`config.mk`:
```
export PLATFORM = sky130hd
export DESIGN_NAME = sw_reg_wr
export DESIGN_NICKNAME = d
export VERILOG_FILES = /design/src/rtl/wb_pkg.sv /design/src/rtl/wbs_slave_if.sv /design/src/rtl/sw_reg_wr.sv
export SDC_FILE = /design/constraint.sdc
export NUM_CORES = 1
export LEC_CHECK = 0
export CAP_MARGIN = 10
export CORE_MARGIN = 2
export CORE_UTILIZATION = 25
export CTS_BUF_LIST = sky130_fd_sc_hd__clkbuf_8
export CTS_CLUSTER_SIZE = 30
export DETAILED_ROUTE_END_ITERATION = 6
export PLACE_DENSITY_LB_ADDON = 0.12
export SLEW_MARGIN = 25
export SYNTH_ARGS = -nofsm -noshare
export SYNTH_HDL_FRONTEND = slang
export SYNTH_SLANG_ARGS = --single-unit
```
`constraint.sdc`:
```
create_clock -name wb_clk_i -period 1.7 [get_ports wb_clk_i]
set_input_delay 0.51 -clock wb_clk_i [delete_from_list [all_inputs] [get_ports wb_clk_i]]
set_output_delay 0.51 -clock wb_clk_i [all_outputs]
set_load 0.02 [all_outputs]
```
`src/rtl/wb_pkg.sv`:
```
// Shared Wishbone helpers: width legality checks, byte-enable width
// derivation and the generic byte-enable merge.
package wb_pkg;

  localparam int MAX_DATA_WIDTH = 64;
  localparam int MAX_BYTE_EN    = MAX_DATA_WIDTH / 8;

  function automatic bit isLegalDataWidth(input int width);
    return (width == 8) || (width == 16) || (width == 32) || (width == 64);
  endfunction

  function automatic bit isLegalAddrWidth(input int width);
    return (width == 4) || (width == 8) || (width == 16) || (width == 32);
  endfunction

  function automatic int byteEnWidth(input int dataWidth);
    return dataWidth / 8;
  endfunction

  // Works at the widest legal width; callers zero-extend and truncate.
  function automatic logic [MAX_DATA_WIDTH-1:0] byteMerge(
    input logic [MAX_DATA_WIDTH-1:0] oldData,
    input logic [MAX_DATA_WIDTH-1:0] newData,
    input logic [MAX_BYTE_EN-1:0]    byteSel
  );
    logic [MAX_DATA_WIDTH-1:0] merged;
    merged = oldData;
    for (int n = 0; n < MAX_BYTE_EN; n++) begin
      if (byteSel[n]) merged[n*8 +: 8] = newData[n*8 +: 8];
    end
    return merged;
  endfunction

endpackage

```
`src/rtl/wbs_slave_if.sv`:
```
// Wishbone slave front end: address-window decode and the registered
// ack, which alternates when a request is held.
module wbs_slave_if
  import wb_pkg::*;
#(
  parameter int          BUS_ADDR_WIDTH = 8,
  parameter logic [31:0] DEV_BASE_ADDR  = 32'h0,
  parameter logic [31:0] DEV_HIGH_ADDR  = 32'h0F
) (
  input  logic                      wb_clk_i,
  input  logic                      wb_rst_i,
  input  logic                      wbs_cyc_i,
  input  logic                      wbs_stb_i,
  input  logic                      wbs_we_i,
  input  logic [BUS_ADDR_WIDTH-1:0] wbs_adr_i,
  output logic                      o_req,
  output logic                      o_wr_en,
  output logic                      wbs_ack_o
);

  localparam logic [BUS_ADDR_WIDTH-1:0] BASE = BUS_ADDR_WIDTH'(DEV_BASE_ADDR);
  localparam logic [BUS_ADDR_WIDTH-1:0] HIGH = BUS_ADDR_WIDTH'(DEV_HIGH_ADDR);

  logic w_geBase;
  logic w_leHigh;
  logic w_req;
  logic r_ack;

  if (!isLegalAddrWidth(BUS_ADDR_WIDTH)) begin : g_badAddrWidth
    $error("wbs_slave_if: BUS_ADDR_WIDTH=%0d is not one of 4, 8, 16, 32", BUS_ADDR_WIDTH);
  end

  if (DEV_BASE_ADDR > DEV_HIGH_ADDR) begin : g_badWindow
    $error("wbs_slave_if: DEV_BASE_ADDR is above DEV_HIGH_ADDR");
  end

  // Bounds that cover the whole address space are tied off so no
  // constant comparison is built.
  if (BASE == '0) begin : g_noLowBound
    assign w_geBase = 1'b1;
  end else begin : g_lowBound
    assign w_geBase = (wbs_adr_i >= BASE);
  end

  if (HIGH == '1) begin : g_noHighBound
    assign w_leHigh = 1'b1;
  end else begin : g_highBound
    assign w_leHigh = (wbs_adr_i <= HIGH);
  end

  assign w_req = wbs_cyc_i & wbs_stb_i & w_geBase & w_leHigh;

  always_ff @(posedge wb_clk_i or negedge wb_rst_i) begin
    if (!wb_rst_i) r_ack <= 1'b0;
    else           r_ack <= w_req & ~r_ack;
  end

  assign o_req     = w_req;
  assign o_wr_en   = w_req & wbs_we_i & ~r_ack;
  assign wbs_ack_o = r_ack;

endmodule

```
`src/rtl/sw_reg_wr.sv`:
```
// Single software-writable register on a Wishbone slave port; every
// decoded address aliases it and its value drives fabric_data_o.
module sw_reg_wr
  import wb_pkg::*;
#(
  parameter int          BUS_DATA_WIDTH = 32,
  parameter int          BUS_ADDR_WIDTH = 8,
  parameter logic [31:0] DEV_BASE_ADDR  = 32'h0,
  parameter logic [31:0] DEV_HIGH_ADDR  = 32'h0F,
  localparam int         BYTE_EN_WIDTH  = byteEnWidth(BUS_DATA_WIDTH)
) (
  input  logic                      wb_clk_i,
  input  logic                      wb_rst_i,
  input  logic                      wbs_cyc_i,
  input  logic                      wbs_stb_i,
  input  logic                      wbs_we_i,
  input  logic [BYTE_EN_WIDTH-1:0]  wbs_sel_i,
  input  logic [BUS_ADDR_WIDTH-1:0] wbs_adr_i,
  input  logic [BUS_DATA_WIDTH-1:0] wbs_dat_i,
  output logic [BUS_DATA_WIDTH-1:0] wbs_dat_o,
  output logic                      wbs_ack_o,
  output logic [BUS_DATA_WIDTH-1:0] fabric_data_o
);

  logic                      w_req;
  logic                      w_wrEn;
  logic [BUS_DATA_WIDTH-1:0] w_merged;
  logic [BUS_DATA_WIDTH-1:0] r_reg;
  logic [BUS_DATA_WIDTH-1:0] r_datOut;

  if (!isLegalDataWidth(BUS_DATA_WIDTH)) begin : g_badDataWidth
    $error("sw_reg_wr: BUS_DATA_WIDTH=%0d is not one of 8, 16, 32, 64", BUS_DATA_WIDTH);
  end

  wbs_slave_if #(
    .BUS_ADDR_WIDTH (BUS_ADDR_WIDTH),
    .DEV_BASE_ADDR  (DEV_BASE_ADDR),
    .DEV_HIGH_ADDR  (DEV_HIGH_ADDR)
  ) u_slaveIf (
    .wb_clk_i  (wb_clk_i),
    .wb_rst_i  (wb_rst_i),
    .wbs_cyc_i (wbs_cyc_i),
    .wbs_stb_i (wbs_stb_i),
    .wbs_we_i  (wbs_we_i),
    .wbs_adr_i (wbs_adr_i),
    .o_req     (w_req),
    .o_wr_en   (w_wrEn),
    .wbs_ack_o (wbs_ack_o)
  );

  assign w_merged = BUS_DATA_WIDTH'(byteMerge(64'(r_reg), 64'(wbs_dat_i), 8'(wbs_sel_i)));

  // Read data captures the pre-write value, so a write ack returns the old contents.
  always_ff @(posedge wb_clk_i or negedge wb_rst_i) begin
    if (!wb_rst_i) begin
      r_reg    <= '0;
      r_datOut <= '0;
    end else begin
      if (w_req)  r_datOut <= r_reg;
      if (w_wrEn) r_reg    <= w_merged;
    end
  end

  assign wbs_dat_o     = r_datOut;
  assign fabric_data_o = r_reg;

endmodule

```
### After elaboration in Yosys (flattened, before gate mapping)

Cells that the tools add are included.
W data, S select, Z words.

| cells by class | value |
|---|---|
| order comparisons | 1 |
| bitwise gates (word level) | 6 |
| reduce and logical (&&, ||, !) cells | 4 |

Operator list:

| operator | count |
|---|---|
| $le A8 B4 Y1 const B | 1 |
| $reduce_and A2 Y1 | 4 |
| $and A1 B1 Y1 | 5 |
| $not A1 Y1 | 1 |

| word-level totals | value |
|---|---|
| flip-flop bits (word level) | 65 |
| input port bits | 49 |
| output and inout bits | 65 |
| word-level logic and storage cells | 17 |

### Logic depth before layout (Yosys ltp)

Gate-level depths: netlist (run 1).

| logic depth | value |
|---|---|
| depth after elaboration | 5 |
| depth in mapped cells | 5 |
| mapped depth without buffers | 3 |

### Cells and area by module

A second synthesis (run 1) with hierarchy kept.

| second synthesis, totals | value |
|---|---|
| cells, all modules | 142 |
| area total of the unflattened synthesis | 2,493.6 µm² |

By module, submodules not included:

| module | instances | cells each | area each (µm²) | seq. area each (µm²) |
|---|---|---|---|---|
| sw_reg_wr | 1 | 136 | 2,396.0 | 1,601.5 |
| wbs_slave_if | 1 | 6 | 97.6 | 25.0 |

### Worst setup path after synthesis (run 1)

No wires, ideal clock.

| timing | value |
|---|---|
| kind | input to register |
| start | in wbs_adr_i[5] |
| end | reg r_datOut[10], in the netlist wbs_dat_o[10] |
| library setup time | 125 ps |
| arrival | 1,451 ps |
| required time | 1,575 ps |
| path slack | 124 ps |
| stages | 5 |
| path buffers | 2 |
| cells stage by stage | and4bb_1 buf_6 nand2_8 buf_12 mux2_4 |

| on the way | value |
|---|---|
| longest elaborated chain between the ends | 2 |

Ends and longest elaborated chain:

| what | RTL line | source |
|---|---|---|
| start: declaration | sw_reg_wr.sv:18 | `input logic [BUS_ADDR_WIDTH-1:0] wbs_adr_i,` |
| $le A8 B4 Y1 | wbs_slave_if.sv:48 | `assign w_leHigh = (wbs_adr_i <= HIGH);` |
| $and A1 B1 Y1 | wbs_slave_if.sv:51 | `assign w_req = wbs_cyc_i & wbs_stb_i & w_geBase & w_leHigh;` |
| end signal: assignment | sw_reg_wr.sv:59 | `if (w_req) r_datOut <= r_reg;` |
| end: declaration | sw_reg_wr.sv:29 | `logic [BUS_DATA_WIDTH-1:0] r_datOut;` |

No other way between the ends.
A chain may end at the register's enable or synchronous reset.

### Worst setup path in the final report (run 1)

| timing | value |
|---|---|
| start | in wbs_adr_i[6] |
| end | reg r_reg[6], in the netlist fabric_data_o[6] |

| on the way | value |
|---|---|
| longest elaborated chain between the ends | 5 |

Ends and longest elaborated chain:

| what | RTL line | source |
|---|---|---|
| $le A8 B4 Y1 | wbs_slave_if.sv:48 |  |
| $and A1 B1 Y1 | wbs_slave_if.sv:51 |  |
| $and A1 B1 Y1 (2 in series) | wbs_slave_if.sv:59 | `assign o_wr_en = w_req & wbs_we_i & ~r_ack;` |
| $reduce_and A2 Y1 (no line) | -- |  |
| end signal: assignment | sw_reg_wr.sv:60 | `if (w_wrEn) r_reg <= w_merged;` |
| end: declaration | sw_reg_wr.sv:28 | `logic [BUS_DATA_WIDTH-1:0] r_reg;` |

No other way between the ends.

==> metrics.log, run 1 <==
INFO  metric post_synth_inst_count = 143
INFO  metric synthToLayoutAreaGrowth = 53.2%
INFO  metric residual_drc = 0
INFO  metric cp_cell_sequence = clkdlybuf4s50_1, nor2_8, nand4_4, mux2_4
INFO  metric fin_setup_tns = 0 ns
INFO  metric num_io_pins = 114
INFO  metric post_synth_instance_area = roughly 2700 sq um
INFO  metric worst-endpoint-arrival = between 1.5 and 2 ns
INFO  metric clock_pin_slew_worst_setup_and_hold_paths = 0.07 ns
INFO  metric routed-via-count = 1635
INFO  metric fp.coreArea = 10400 sq um
INFO  metric synth-seq-cells = 65
INFO  metric viasPerCell = 4.03
INFO  metric maxSlewViolCount = 0
INFO  metric type_of_element_capturing_the_critical_path = flop
INFO  metric numPortBuffers = 109
INFO  metric yosys_warnings = 0
INFO  metric p_leak = 0.00231 uW
INFO  metric cts_bufs_inserted = 9
INFO  metric type_of_the_worst_setup_path = in -> reg
INFO  metric timing.slew.headroom = 76.5%
INFO  metric fp.dieArea = 11600 sq um
INFO  metric synth.net_count = roughly 190
INFO  metric grt_pass1_wl = 10100 um
INFO  metric synth.lib_cells_used.distinct = 13
INFO  metric worstSetupStartpointType = primary input
INFO  metric timing.critical_path.required = 1.91 ns
INFO  metric min_path_type = in -> async
INFO  metric clock_insertion_delay_worst_skew = 0.33 ns
INFO  metric clock_tree.buffer_depth = 2
INFO  metric synth_top_cells_by_area = dfrtp_1, mux2_4, mux2_2, nand4_4, buf_12
INFO  metric synth.top_cell.area_share = roughly three fifths
INFO  metric htree_levels = 3
INFO  metric setup_viol_count_final = 0
INFO  metric post_cts_buffers = 0
INFO  metric grt_remaining_overflow = 0
INFO  metric rr_endpoint = fabric_data_o[6]
INFO  metric antennaDiodeCount = 0
INFO  metric path_max_fanout = 8
INFO  metric clock-root-buffer = clkbuf_8
INFO  metric whs = 0.203 ns
INFO  metric grt_antenna_before_repair = 0
INFO  metric grt_pass1_vias = 1801
INFO  metric finClkSkew = 0.00603 ns
INFO  metric fmaxAchievable = 0.608 GHz
INFO  metric p_total = roughly 3500 uW
INFO  metric critical_path.reg2reg.startpoint = u_slaveIf.wbs_ack_o
INFO  metric outcome = finished, final reports clean
INFO  metric grtUsageTotal = a little under an eighth
INFO  metric clock_sink_total = 65
INFO  metric final_ant_viol_nets = 0
INFO  metric avgSynthCellArea = 18.7 sq um
INFO  metric critical_path.max_stage_delay = 0.49 ns
INFO  metric period_minus_slack = 1.64 ns
INFO  metric p_per_area = 855 nW/um^2
INFO  metric die_span_in_y = 108 um
INFO  metric place.detailed.hpwl = 4230 um
INFO  metric rows = 37
INFO  metric totalWireLength = 6160 um
INFO  metric share_of_post_route_cells_with_drive_strength_above_1 = between 30% and 40%
INFO  metric rsz0062_at_grt = no
INFO  metric ys_seq_area_share = 60.7%
INFO  metric layout_common_cells = dlygate4sd2_1, dfrtp_1, clkdlybuf4s50_1, mux2_2, mux2_4
INFO  metric die_w = about 110 um
INFO  metric mostFrequentLayoutCell = dlygate4sd2_1
INFO  metric drt-wirelength-per-cell = around 15 um
INFO  metric final_hold_viol_count = 0
INFO  metric ir_worst_vdd = 0.442 mV
INFO  metric min_period_over_period = 96.7%
INFO  metric maximum_number_of_pins_on_one_net_before_global_route_repair = 66
INFO  metric worstMarginPinSlew = roughly 0.35 ns
INFO  metric fillerInstances = 1024
INFO  metric critPathSlowestCell = clkdlybuf4s50_1
INFO  metric dr.pass1.iters = 4
INFO  metric timing.max_cap.violations = 0
INFO  metric post_layout_utilization_of_the_core = 39.6%
INFO  metric final_net_count = approximately 310
INFO  metric cts_tree = built
INFO  metric r2r_setup_slack = between 0.3 and 0.4 ns
INFO  metric gp_congestion = between 0.6 and 0.7
INFO  metric violation_count_after_the_first_detailed_routing_iteration = 33
INFO  metric r2r_cells = 4
INFO  metric initial_core_util = 25.8%
INFO  metric synth_largest_area_cell = dfrtp_1
==> kinds of logic (layout without fill, tap and decap cells) <==
| family | after synthesis | count (layout) | synth area share, % |
|---|---|---|---|
| muxes | 64 | 64 | 31.0 |
| and+or+nand+nor | 9 | 9 | 5.51 |
| DFF | 65 | 65 | 60.7 |
| buffers and inverters | 5 | 132 | 2.85 |
==> routing by layer <==
metal	vias to the layer above	track usage (%)	wire length (um)
li1	758	-	-
met1	800	15.1	2780
met2	73	16.9	2810
met3	4	5.75	522
met4	0	2.93	48
met5	-	0	0
==> what timing repair did <==
| item | 4_1_cts | 5_1_grt |
|---|---|---|
| resized for setup | 68 | 3 |
| pin swaps | 3 | 1 |
| setup endpoints to repair | 90 | 46 |
| hold buffers | 0 | 0 |
==> registers in the layout, summed over array words and instances (netlist names) <==
name,count
fabric_data_o,32
wbs_dat_o,32
u_slaveIf.wbs_ack_o,1
==> critical path, delay by kind of cell <==
kind | cells | cell delay, ns
muxes | 1 | 0.35
and+or+nand+nor | 2 | 0.50
buffers and inverters | 1 | 0.49
==> through the flow <==
stage | cell area (sq um) | setup WS (ns) | instances
floorplan | 2680 | 0.124 | 143
global placement | 3990 | -0.416 | 390
detailed placement | 3990 | -0.407 | 390
CTS | 4100 | 0.00466 | 406
global route | 4110 | 0.0195 | 406
finish | 4110 | 0.0559 | 406
==> cell type report <==
cell class                      count  area (sq um)  area share [%]
Multi-Input combinational cell     73           981            23.9
Sequential cell                    65          1630            39.6
Tap cell                          136           170            4.15
Clock buffer                       10           138            3.35
Clock inverter                      6          51.3            1.25
Timing Repair Buffer              116          1140            27.7
==> cell usage after synthesis (all sizes together) <==
cell type	instances
and4bb	1
buf	5
dfrtp	65
mux2	64
nand2	1
nand4	4
nor2	2
nor2b	1
==> worst max-delay path by stage <==
| stage | startpoint | end | slack [ns] |
|---|---|---|---|
| finish | wbs_adr_i[6] | fabric_data_o[6] | 0.06 |
| global route | wbs_we_i | fabric_data_o[6] | 0.02 |
| CTS | wbs_adr_i[5] | wbs_dat_o[2] | 0.005 |
| detailed placement | wbs_adr_i[5] | fabric_data_o[6] | -0.41 |
| global placement | wbs_adr_i[5] | fabric_data_o[6] | -0.42 |
| floorplan | wbs_adr_i[5] | wbs_dat_o[10] | 0.12 |
==> where the power goes <==
part,switching [uW],internal [uW],total (uW)
clock network,564,697,1260
registers,61.1,1640,1710
logic,258,285,543
total,883,2630,3510
Note: power is estimated with default switching activity, not from simulation.
==> run 2: changes to the inputs <==
--- a/config.mk
+++ b/config.mk
@@ -5,9 +5,10 @@
 export SDC_FILE = /design/constraint.sdc
 export NUM_CORES = 1
 export LEC_CHECK = 0
+export ABC_AREA = 1
 export CAP_MARGIN = 10
 export CORE_MARGIN = 2
-export CORE_UTILIZATION = 25
+export CORE_UTILIZATION = 44
 export CTS_BUF_LIST = sky130_fd_sc_hd__clkbuf_8
 export CTS_CLUSTER_SIZE = 30
 export DETAILED_ROUTE_END_ITERATION = 6
==> metrics.log, run 2 <==
INFO  metric outcome = finished, final reports clean
INFO  metric totalWireLength = 7090 um (+15%)
INFO  metric cts_bufs_inserted = 9 (unchanged)
INFO  metric htree_levels = 3 (unchanged)
INFO  metric synth.lib_cells_used.distinct = 15 (+2)
INFO  metric layout_common_cells = nand2_1, dfrtp_1, dlygate4sd2_1, clkdlybuf4s50_1, nand4_1
INFO  metric p_leak = 0.00237 uW (+2.5%)
INFO  metric ys_top_cells_by_count = nand2_1, dfrtp_1, nand4_1, clkbuf_1, nand4_4
INFO  metric final_cells = 487 (+20%)
INFO  metric fillerInstances = 513 (-50%)
INFO  metric min_path_type = in -> async
INFO  metric p_per_area = 917 nW/um^2 (+7.3%)
INFO  metric rows = 28 (-24%)
INFO  metric clock_sink_total = 65 (unchanged)
INFO  metric synth.most_common_cell = nand2_1
INFO  metric synth_top_cells_by_area = dfrtp_1, nand2_1, nand4_1, nand4_4, buf_6
INFO  metric viasPerCell = 5.00 (+24%)
INFO  metric dr.pass1.iters = 4 (unchanged)
INFO  metric clock_insertion_delay_worst_skew = 0.33 ns (about the same)
INFO  metric grtUsageTotal = 22.9% (+11 points)
INFO  metric placed_cells = 472 (+21%)
INFO  metric yosys_warnings = 0 (unchanged)
INFO  metric fp.dieArea = 6740 sq um (-42%)
INFO  metric residual_drc = 0 (unchanged)
INFO  metric min_period_over_period = 95.0% (-1.7 points)
INFO  metric ff_latch_area = 1630 sq um (unchanged)
INFO  metric post_layout_utilization_of_the_core = 68.9% (+29 points)
INFO  metric timing.slew.headroom = 74.5% (-2.0 points)
INFO  metric post_cts_resized = 65 (-4.4%)
INFO  metric timing.critical_path.max_delay_family = flip-flops
INFO  metric cp_cell_sequence = dlygate4sd2_1
INFO  metric synth.net_count = 336 (+75%)
INFO  metric rsz0062_at_grt = no
INFO  metric maximum_number_of_pins_on_one_net_before_global_route_repair = 66 (unchanged)
INFO  metric multi_input_area = 950 sq um (-3.2%)
INFO  metric mostFrequentLayoutCell = nand2_1
INFO  metric stdcell_area = 4080 sq um (-0.64%)
INFO  metric final_net_count = 457 (+46%)
INFO  metric worst-endpoint-arrival = 1.11 ns (-0.74 ns)
INFO  metric final_ant_viol_nets = 0 (unchanged)
INFO  metric numPortBuffers = 109 (unchanged)
INFO  metric antennaDiodeCount = 0 (unchanged)
INFO  metric post_synth_inst_count = 287 (+100%)
INFO  metric fmaxAchievable = 0.619 GHz (+1.8%)
INFO  metric power.combinational.fraction = 14.4% (-1.1 points)
INFO  metric synth_async_reset_ratio = 100% (unchanged)
INFO  metric avgSynthCellArea = 9.35 sq um (-50%)
INFO  metric share_of_post_route_cells_with_drive_strength_above_1 = 10.7% (-23 points)
INFO  metric ys_seq_area_share = 60.6% (-0.085 points)
INFO  metric synthToLayoutAreaGrowth = 52.0%
INFO  metric p_sw = 927 uW (+4.9%)
INFO  metric place.detailed.hpwl = 4910 um (+16%)
INFO  metric clock-root-buffer = clkbuf_8
INFO  metric routed-via-count = 2435 (+49%)
INFO  metric post_synth_instance_area = 2680 sq um (+0.14%)
INFO  metric power_report.internal_total = 2810 uW (+7.2%)
INFO  metric cts_tree = built
INFO  metric initial_core_util = 45.3% (+19 points)
INFO  metric worstMarginPinSlew = 0.382 ns (+0.0290 ns)
INFO  metric ir_worst_vdd = 0.570 mV (+29%)
INFO  metric grt_remaining_overflow = 0 (unchanged)
INFO  metric violation_count_after_the_first_detailed_routing_iteration = 117 (+250%)
INFO  metric critical_path.reg2reg.startpoint = u_slaveIf.wbs_ack_o
INFO  metric synth_largest_area_cell = dfrtp_1
INFO  metric timing.max_cap.violations = 0 (unchanged)
INFO  metric maxSlewViolCount = 0 (unchanged)
INFO  metric worstSetupStartpointType = flop
INFO  metric hold_buf_count_cts = 0 (unchanged)
INFO  metric timing.critical_path.required = 1.19 ns (-0.72 ns)
INFO  metric clock_pin_slew_worst_setup_and_hold_paths = 0.07 ns (about the same)
INFO  metric path_max_fanout = 3 (-5)
INFO  metric synth_enable_flop_cells = 0 (unchanged)
INFO  metric clock_tree.buffer_depth = 2 (unchanged)
INFO  metric type_of_the_worst_setup_path = reg -> out
INFO  metric ys_flop_type = dfrtp_1
INFO  metric critical_path.max_stage_delay = 0.40 ns (-0.09 ns)
INFO  metric grt_pass1_wl = 11600 um (+15%)
INFO  metric power.share.clock = 39.9% (+3.9 points)
INFO  metric finClkSkew = 0.00454 ns (-0.00150 ns)
INFO  metric placement.cell_area = 3930 sq um (-1.4%)
INFO  metric final_hold_viol_count = 0 (unchanged)
INFO  metric die_span_in_y = 82.1 um (-24%)
INFO  metric synth-seq-cells = 65 (unchanged)
INFO  metric drt-wirelength-per-cell = 14.6 um (-4.1%)
INFO  metric period_minus_slack = 1.62 ns (-0.0285 ns)
INFO  metric critPathSlowestCell = dfrtp_1
INFO  metric grt_antenna_before_repair = 0 (unchanged)
INFO  metric type_of_element_capturing_the_critical_path = primary output
INFO  metric num_io_pins = 114 (unchanged)
INFO  metric gp_congestion = 0.693 (+7.2%)
INFO  metric post_cts_buffers = 0 (unchanged)
INFO  metric setup_viol_count_final = 0 (unchanged)
INFO  metric seqPwrFrac = 45.7% (-2.9 points)
INFO  metric swShare = 24.8% (-0.40 points)
INFO  metric fp.coreArea = 5920 sq um (-43%)
INFO  metric die_w = 82.1 um (-24%)
INFO  metric crit_path_start = u_slaveIf.wbs_ack_o
INFO  metric critical_path.n_buffers_inverters = 1 (unchanged)
INFO  metric grt_pass1_vias = 2328 (+29%)
INFO  metric synth.top_cell.area_share = 60.6% (-0.085 points)
[run 2: changes by cell type after synthesis, moves of 3 or more]
cell	change
mux2_2	-34
clkbuf_1	+7
nand4_1	+32
buf_12	-3
buf_4	+3
nand2_1	+161
mux2_4	-29
[run 2: logic make-up after synthesis]
kind of cell	count (synthesis)	share of synthesized area [%]
AND/OR/NAND/NOR	203	35.4
flip-flops	65	60.6
buffers and inverters	19	4.01
[run 2: routing by layer]
layer	vias up	global-route usage, %	part of all wire [%]
met3	9	7.61	8.5
met5	-	0	0
met4	0	7.67	1.1
li1	1174	-	-
met2	98	36.3	48
met1	1154	29.6	42
[run 2: path summary, 6_finish.rpt]
check                                    end  slack, ns  cells past startpoint
setup / recovery                   wbs_ack_o       0.08                      1
hold / removal                 wbs_dat_o[26]       0.18                      2
setup reg to reg           fabric_data_o[23]       0.49                      4
hold reg to reg                wbs_dat_o[18]       0.47                      2
max in group asynchronous       wbs_dat_o[1]       1.24                      2
min in group wb_clk_i          wbs_dat_o[18]       0.47                      2
[run 2: power by group through the flow]
stage          combinational (uW)  clock, uW  sequential [uW]
3_3_place_gp                  603          0             1740
5_1_grt                       588       1590             1720
2_1_floorplan                 115          0             1850
3_5_place_dp                  612          0             1740
6_report                      539       1490             1710
4_1_cts                       546       1510             1710
[run 2: area by class of cell]
cell class | instances | share of cell area (%)
sequential | 65 | 39.9
timing repair buffer | 127 | 28.7
multi-input combinational | 203 | 23.3
clock buffer | 12 | 4.05
tap | 75 | 2.30
clock inverter | 3 | 1.56
inverter | 2 | 0.184
[run 2: stage by stage]
stage	TNS, ns	hold slack, ns	worst slack, ns	total power, uW
floorplan	0	0.214	0.362	1970
global placement	-9.92	0.460	-0.175	2340
detailed placement	-12.11	0.465	-0.222	2350
CTS	0	0.194	0.0777	3770
global route	0	0.206	0.0221	3900
finish	0	0.183	0.0844	3740
==> run 3: changes to the inputs <==
--- a/config.mk
+++ b/config.mk
@@ -7,12 +7,16 @@
 export LEC_CHECK = 0
 export ABC_AREA = 1
 export CAP_MARGIN = 10
+export CELL_PAD_IN_SITES_DETAIL_PLACEMENT = 0
+export CELL_PAD_IN_SITES_GLOBAL_PLACEMENT = 1
 export CORE_MARGIN = 2
-export CORE_UTILIZATION = 44
+export CORE_UTILIZATION = 32
 export CTS_BUF_LIST = sky130_fd_sc_hd__clkbuf_8
 export CTS_CLUSTER_SIZE = 30
 export DETAILED_ROUTE_END_ITERATION = 6
+export MAX_ROUTING_LAYER = met4
 export PLACE_DENSITY_LB_ADDON = 0.12
+export SKIP_LAST_GASP = 1
 export SLEW_MARGIN = 25
 export SYNTH_ARGS = -nofsm -noshare
 export SYNTH_HDL_FRONTEND = slang
==> metrics.log, run 3 (synthesis gave the netlist of run 2 again) <==
INFO  metric post_layout_utilization_of_the_core = 49.8% (-19 points)
INFO  metric totalWireLength = 7190 um (+1.5%)
INFO  metric outcome = finished, final reports clean
INFO  metric power_report.internal_total = 2580 uW (-8.5%)
INFO  metric critical_path.n_buffers_inverters = 1 (unchanged)
INFO  metric grt_antenna_before_repair = 0 (unchanged)
INFO  metric period_minus_slack = 1.60 ns (-0.0192 ns)
INFO  metric setup.worst_path.end = wbs_ack_o
INFO  metric grt_pass1_wl = 11600 um (+0.54%)
INFO  metric r2r_setup_slack = 0.50 ns (about the same)
INFO  metric r2r_cells = 4 (unchanged)
INFO  metric routed-via-count = 2314 (-5.0%)
INFO  metric worstSetupStartpointType = flop
INFO  metric maximum_number_of_pins_on_one_net_before_global_route_repair = 66 (unchanged)
INFO  metric viasPerCell = 4.48 (-10%)
INFO  metric gp_congestion = 0.729 (+5.2%)
INFO  metric p_sw = 922 uW (-0.50%)
INFO  metric place.detailed.hpwl = 4870 um (-0.80%)
INFO  metric timing.slew.headroom = 74.3% (-0.26 points)
INFO  metric clock_pin_slew_worst_setup_and_hold_paths = 0.07 ns (about the same)
INFO  metric rr_endpoint = fabric_data_o[4]
INFO  metric whs = 0.187 ns (+0.00436 ns)
INFO  metric ir_worst_vdd = 0.367 mV (-36%)
INFO  metric finClkSkew = 0.00849 ns (+0.00395 ns)
INFO  metric min_period_over_period = 93.9% (-1.1 points)
INFO  metric rows = 33 (+18%)
INFO  metric path_max_fanout = 3 (unchanged)
INFO  metric power.share.clock = 35.9% (-4.0 points)
INFO  metric fp.dieArea = 9140 sq um (+36%)
INFO  metric violation_count_after_the_first_detailed_routing_iteration = 62 (-47%)
INFO  metric maxSlewViolCount = 0 (unchanged)
INFO  metric clock_tree.buffer_depth = 2 (unchanged)
INFO  metric critical_path.max_stage_delay = 0.39 ns (about the same)
INFO  metric cp_cell_sequence = dlygate4sd2_1
INFO  metric clock_sink_total = 65 (unchanged)
INFO  metric die_span_in_y = 95.6 um (+16%)
INFO  metric p_leak = 0.00236 uW (-0.63%)
INFO  metric initial_core_util = 32.8% (-13 points)
INFO  metric fp.coreArea = 8180 sq um (+38%)
INFO  metric final_net_count = 456 (-0.22%)
INFO  metric cts_tree = built
INFO  metric timing.max_cap.violations = 0 (unchanged)
INFO  metric swShare = 26.4% (+1.6 points)
INFO  metric grt_pass1_vias = 2326 (-0.086%)
INFO  metric post_cts_buffers = 0 (unchanged)
INFO  metric mostFrequentLayoutCell = nand2_1
INFO  metric hold_buf_count_cts = 0 (unchanged)
INFO  metric residual_drc = 0 (unchanged)
INFO  metric crit_path_start = u_slaveIf.wbs_ack_o
INFO  metric drt-wirelength-per-cell = 13.9 um (-4.4%)
INFO  metric seqPwrFrac = 48.8% (+3.1 points)
INFO  metric min_path_type = in -> async
INFO  metric power.combinational.fraction = 15.3% (+0.9 points)
INFO  metric clock-root-buffer = clkbuf_8
INFO  metric layout_common_cells = nand2_1, dfrtp_1, dlygate4sd2_1, clkdlybuf4s50_1, nand4_1
INFO  metric timing.critical_path.required = 1.19 ns (about the same)
INFO  metric share_of_post_route_cells_with_drive_strength_above_1 = 10.2% (-0.49 points)
INFO  metric clock_insertion_delay_worst_skew = 0.33 ns (about the same)
INFO  metric htree_levels = 3 (unchanged)
INFO  metric grt_remaining_overflow = 0 (unchanged)
INFO  metric p_per_area = 860 nW/um^2 (-6.3%)
INFO  metric dr.pass1.iters = 4 (unchanged)
INFO  metric type_of_element_capturing_the_critical_path = primary output
INFO  metric path_depth = 1 (unchanged)
INFO  metric numPortBuffers = 109 (unchanged)
INFO  metric die_w = 95.6 um (+16%)
INFO  metric grtUsageTotal = 17.2% (-5.7 points)
INFO  metric synthToLayoutAreaGrowth = 51.6%
INFO  metric rsz0062_at_grt = no
INFO  metric cts_bufs_inserted = 9 (unchanged)
INFO  metric worstMarginPinSlew = 0.386 ns (+0.00428 ns)
INFO  metric final_ant_viol_nets = 0 (unchanged)
INFO  metric final_hold_viol_count = 0 (unchanged)
INFO  metric setup_viol_count_final = 0 (unchanged)
INFO  metric critical_path.reg2reg.startpoint = u_slaveIf.wbs_ack_o
INFO  metric antennaDiodeCount = 0 (unchanged)
INFO  metric num_io_pins = 114 (unchanged)
INFO  metric type_of_the_worst_setup_path = reg -> out
INFO  metric fmaxAchievable = 0.626 GHz (+1.2%)
INFO  metric timing.critical_path.max_delay_family = flip-flops
INFO  metric worst-endpoint-arrival = 1.09 ns (-0.02 ns)
INFO  metric critPathSlowestCell = dfrtp_1
[run 3: cell types whose count changed in the layout (fill, tap and decap cells not counted)]
cell | previous run | this run
clkbuf_8 | 12 | 10
bufinv_16 | 2 | 1
buf_4 | 15 | 14
clkinv_2 | 0 | 2
inv_1 | 3 | 5
[run 3: layout make-up]
class,instances,area [sq um]
Fill cell,804,4110
Timing Repair Buffer,126,1160
Tap cell,105,131
Inverter,2,7.51
Clock inverter,6,51.3
Clock buffer,10,138
Sequential cell,65,1630
Multi-Input combinational cell,203,950
[run 3: repair_timing]
item / 4_1_cts / 5_1_grt
endpoints found under the hold margin: 0 / 0
resized for setup: 65 / 0
setup endpoints to repair: 65 / 0
[run 3: power groups by stage]
stage,clock network (uW),logic [uW],registers [uW]
floorplan,0,115,1850
global placement,0,608,1740
detailed placement,0,611,1740
CTS,1300,545,1710
global route,1380,584,1720
finish,1260,535,1710
[run 3: how the worst min path moves through the flow]
| stage | startpoint | end | cells past startpoint |
|---|---|---|---|
| after floorplan | wb_rst_i | fabric_data_o[0] | 0 |
| after global placement | wbs_dat_o[23] | wbs_dat_o[23] | 2 |
| after detailed placement | wbs_dat_o[20] | wbs_dat_o[20] | 2 |
| after CTS | wb_rst_i | wbs_dat_o[26] | 2 |
| after global routing | wb_rst_i | wbs_dat_o[26] | 2 |
| final | wb_rst_i | wbs_dat_o[26] | 2 |
[run 3: worst reg2reg max path, stage by stage (launching register included)]
cell     delay [ns]
dfrtp_1        0.41
inv_1          0.30
nand4_4        0.21
nand2_1        0.11
nand2_1        0.06
[run 3: routing by layer]
layer	up-vias	wire length [um]	GRT usage, %
met5	-	0	-
met4	0	79	5.71
met3	8	389	4.03
met2	63	3440	27.0
met1	1068	3290	21.9
li1	1175	-	-
[run 3: through the flow]
stage          total power [uW]  area [sq um]  setup TNS, ns  cells  setup WS [ns]
2_1_floorplan              1970          2680              0    287          0.362
6_report                   3500          4070              0    517          0.104
5_1_grt                    3690          4070              0    517        0.00693
3_5_place_dp               2350          3960         -12.63    501         -0.232
3_3_place_gp               2350          3960         -11.67    501         -0.208
4_1_cts                    3550          4070              0    517         0.0763
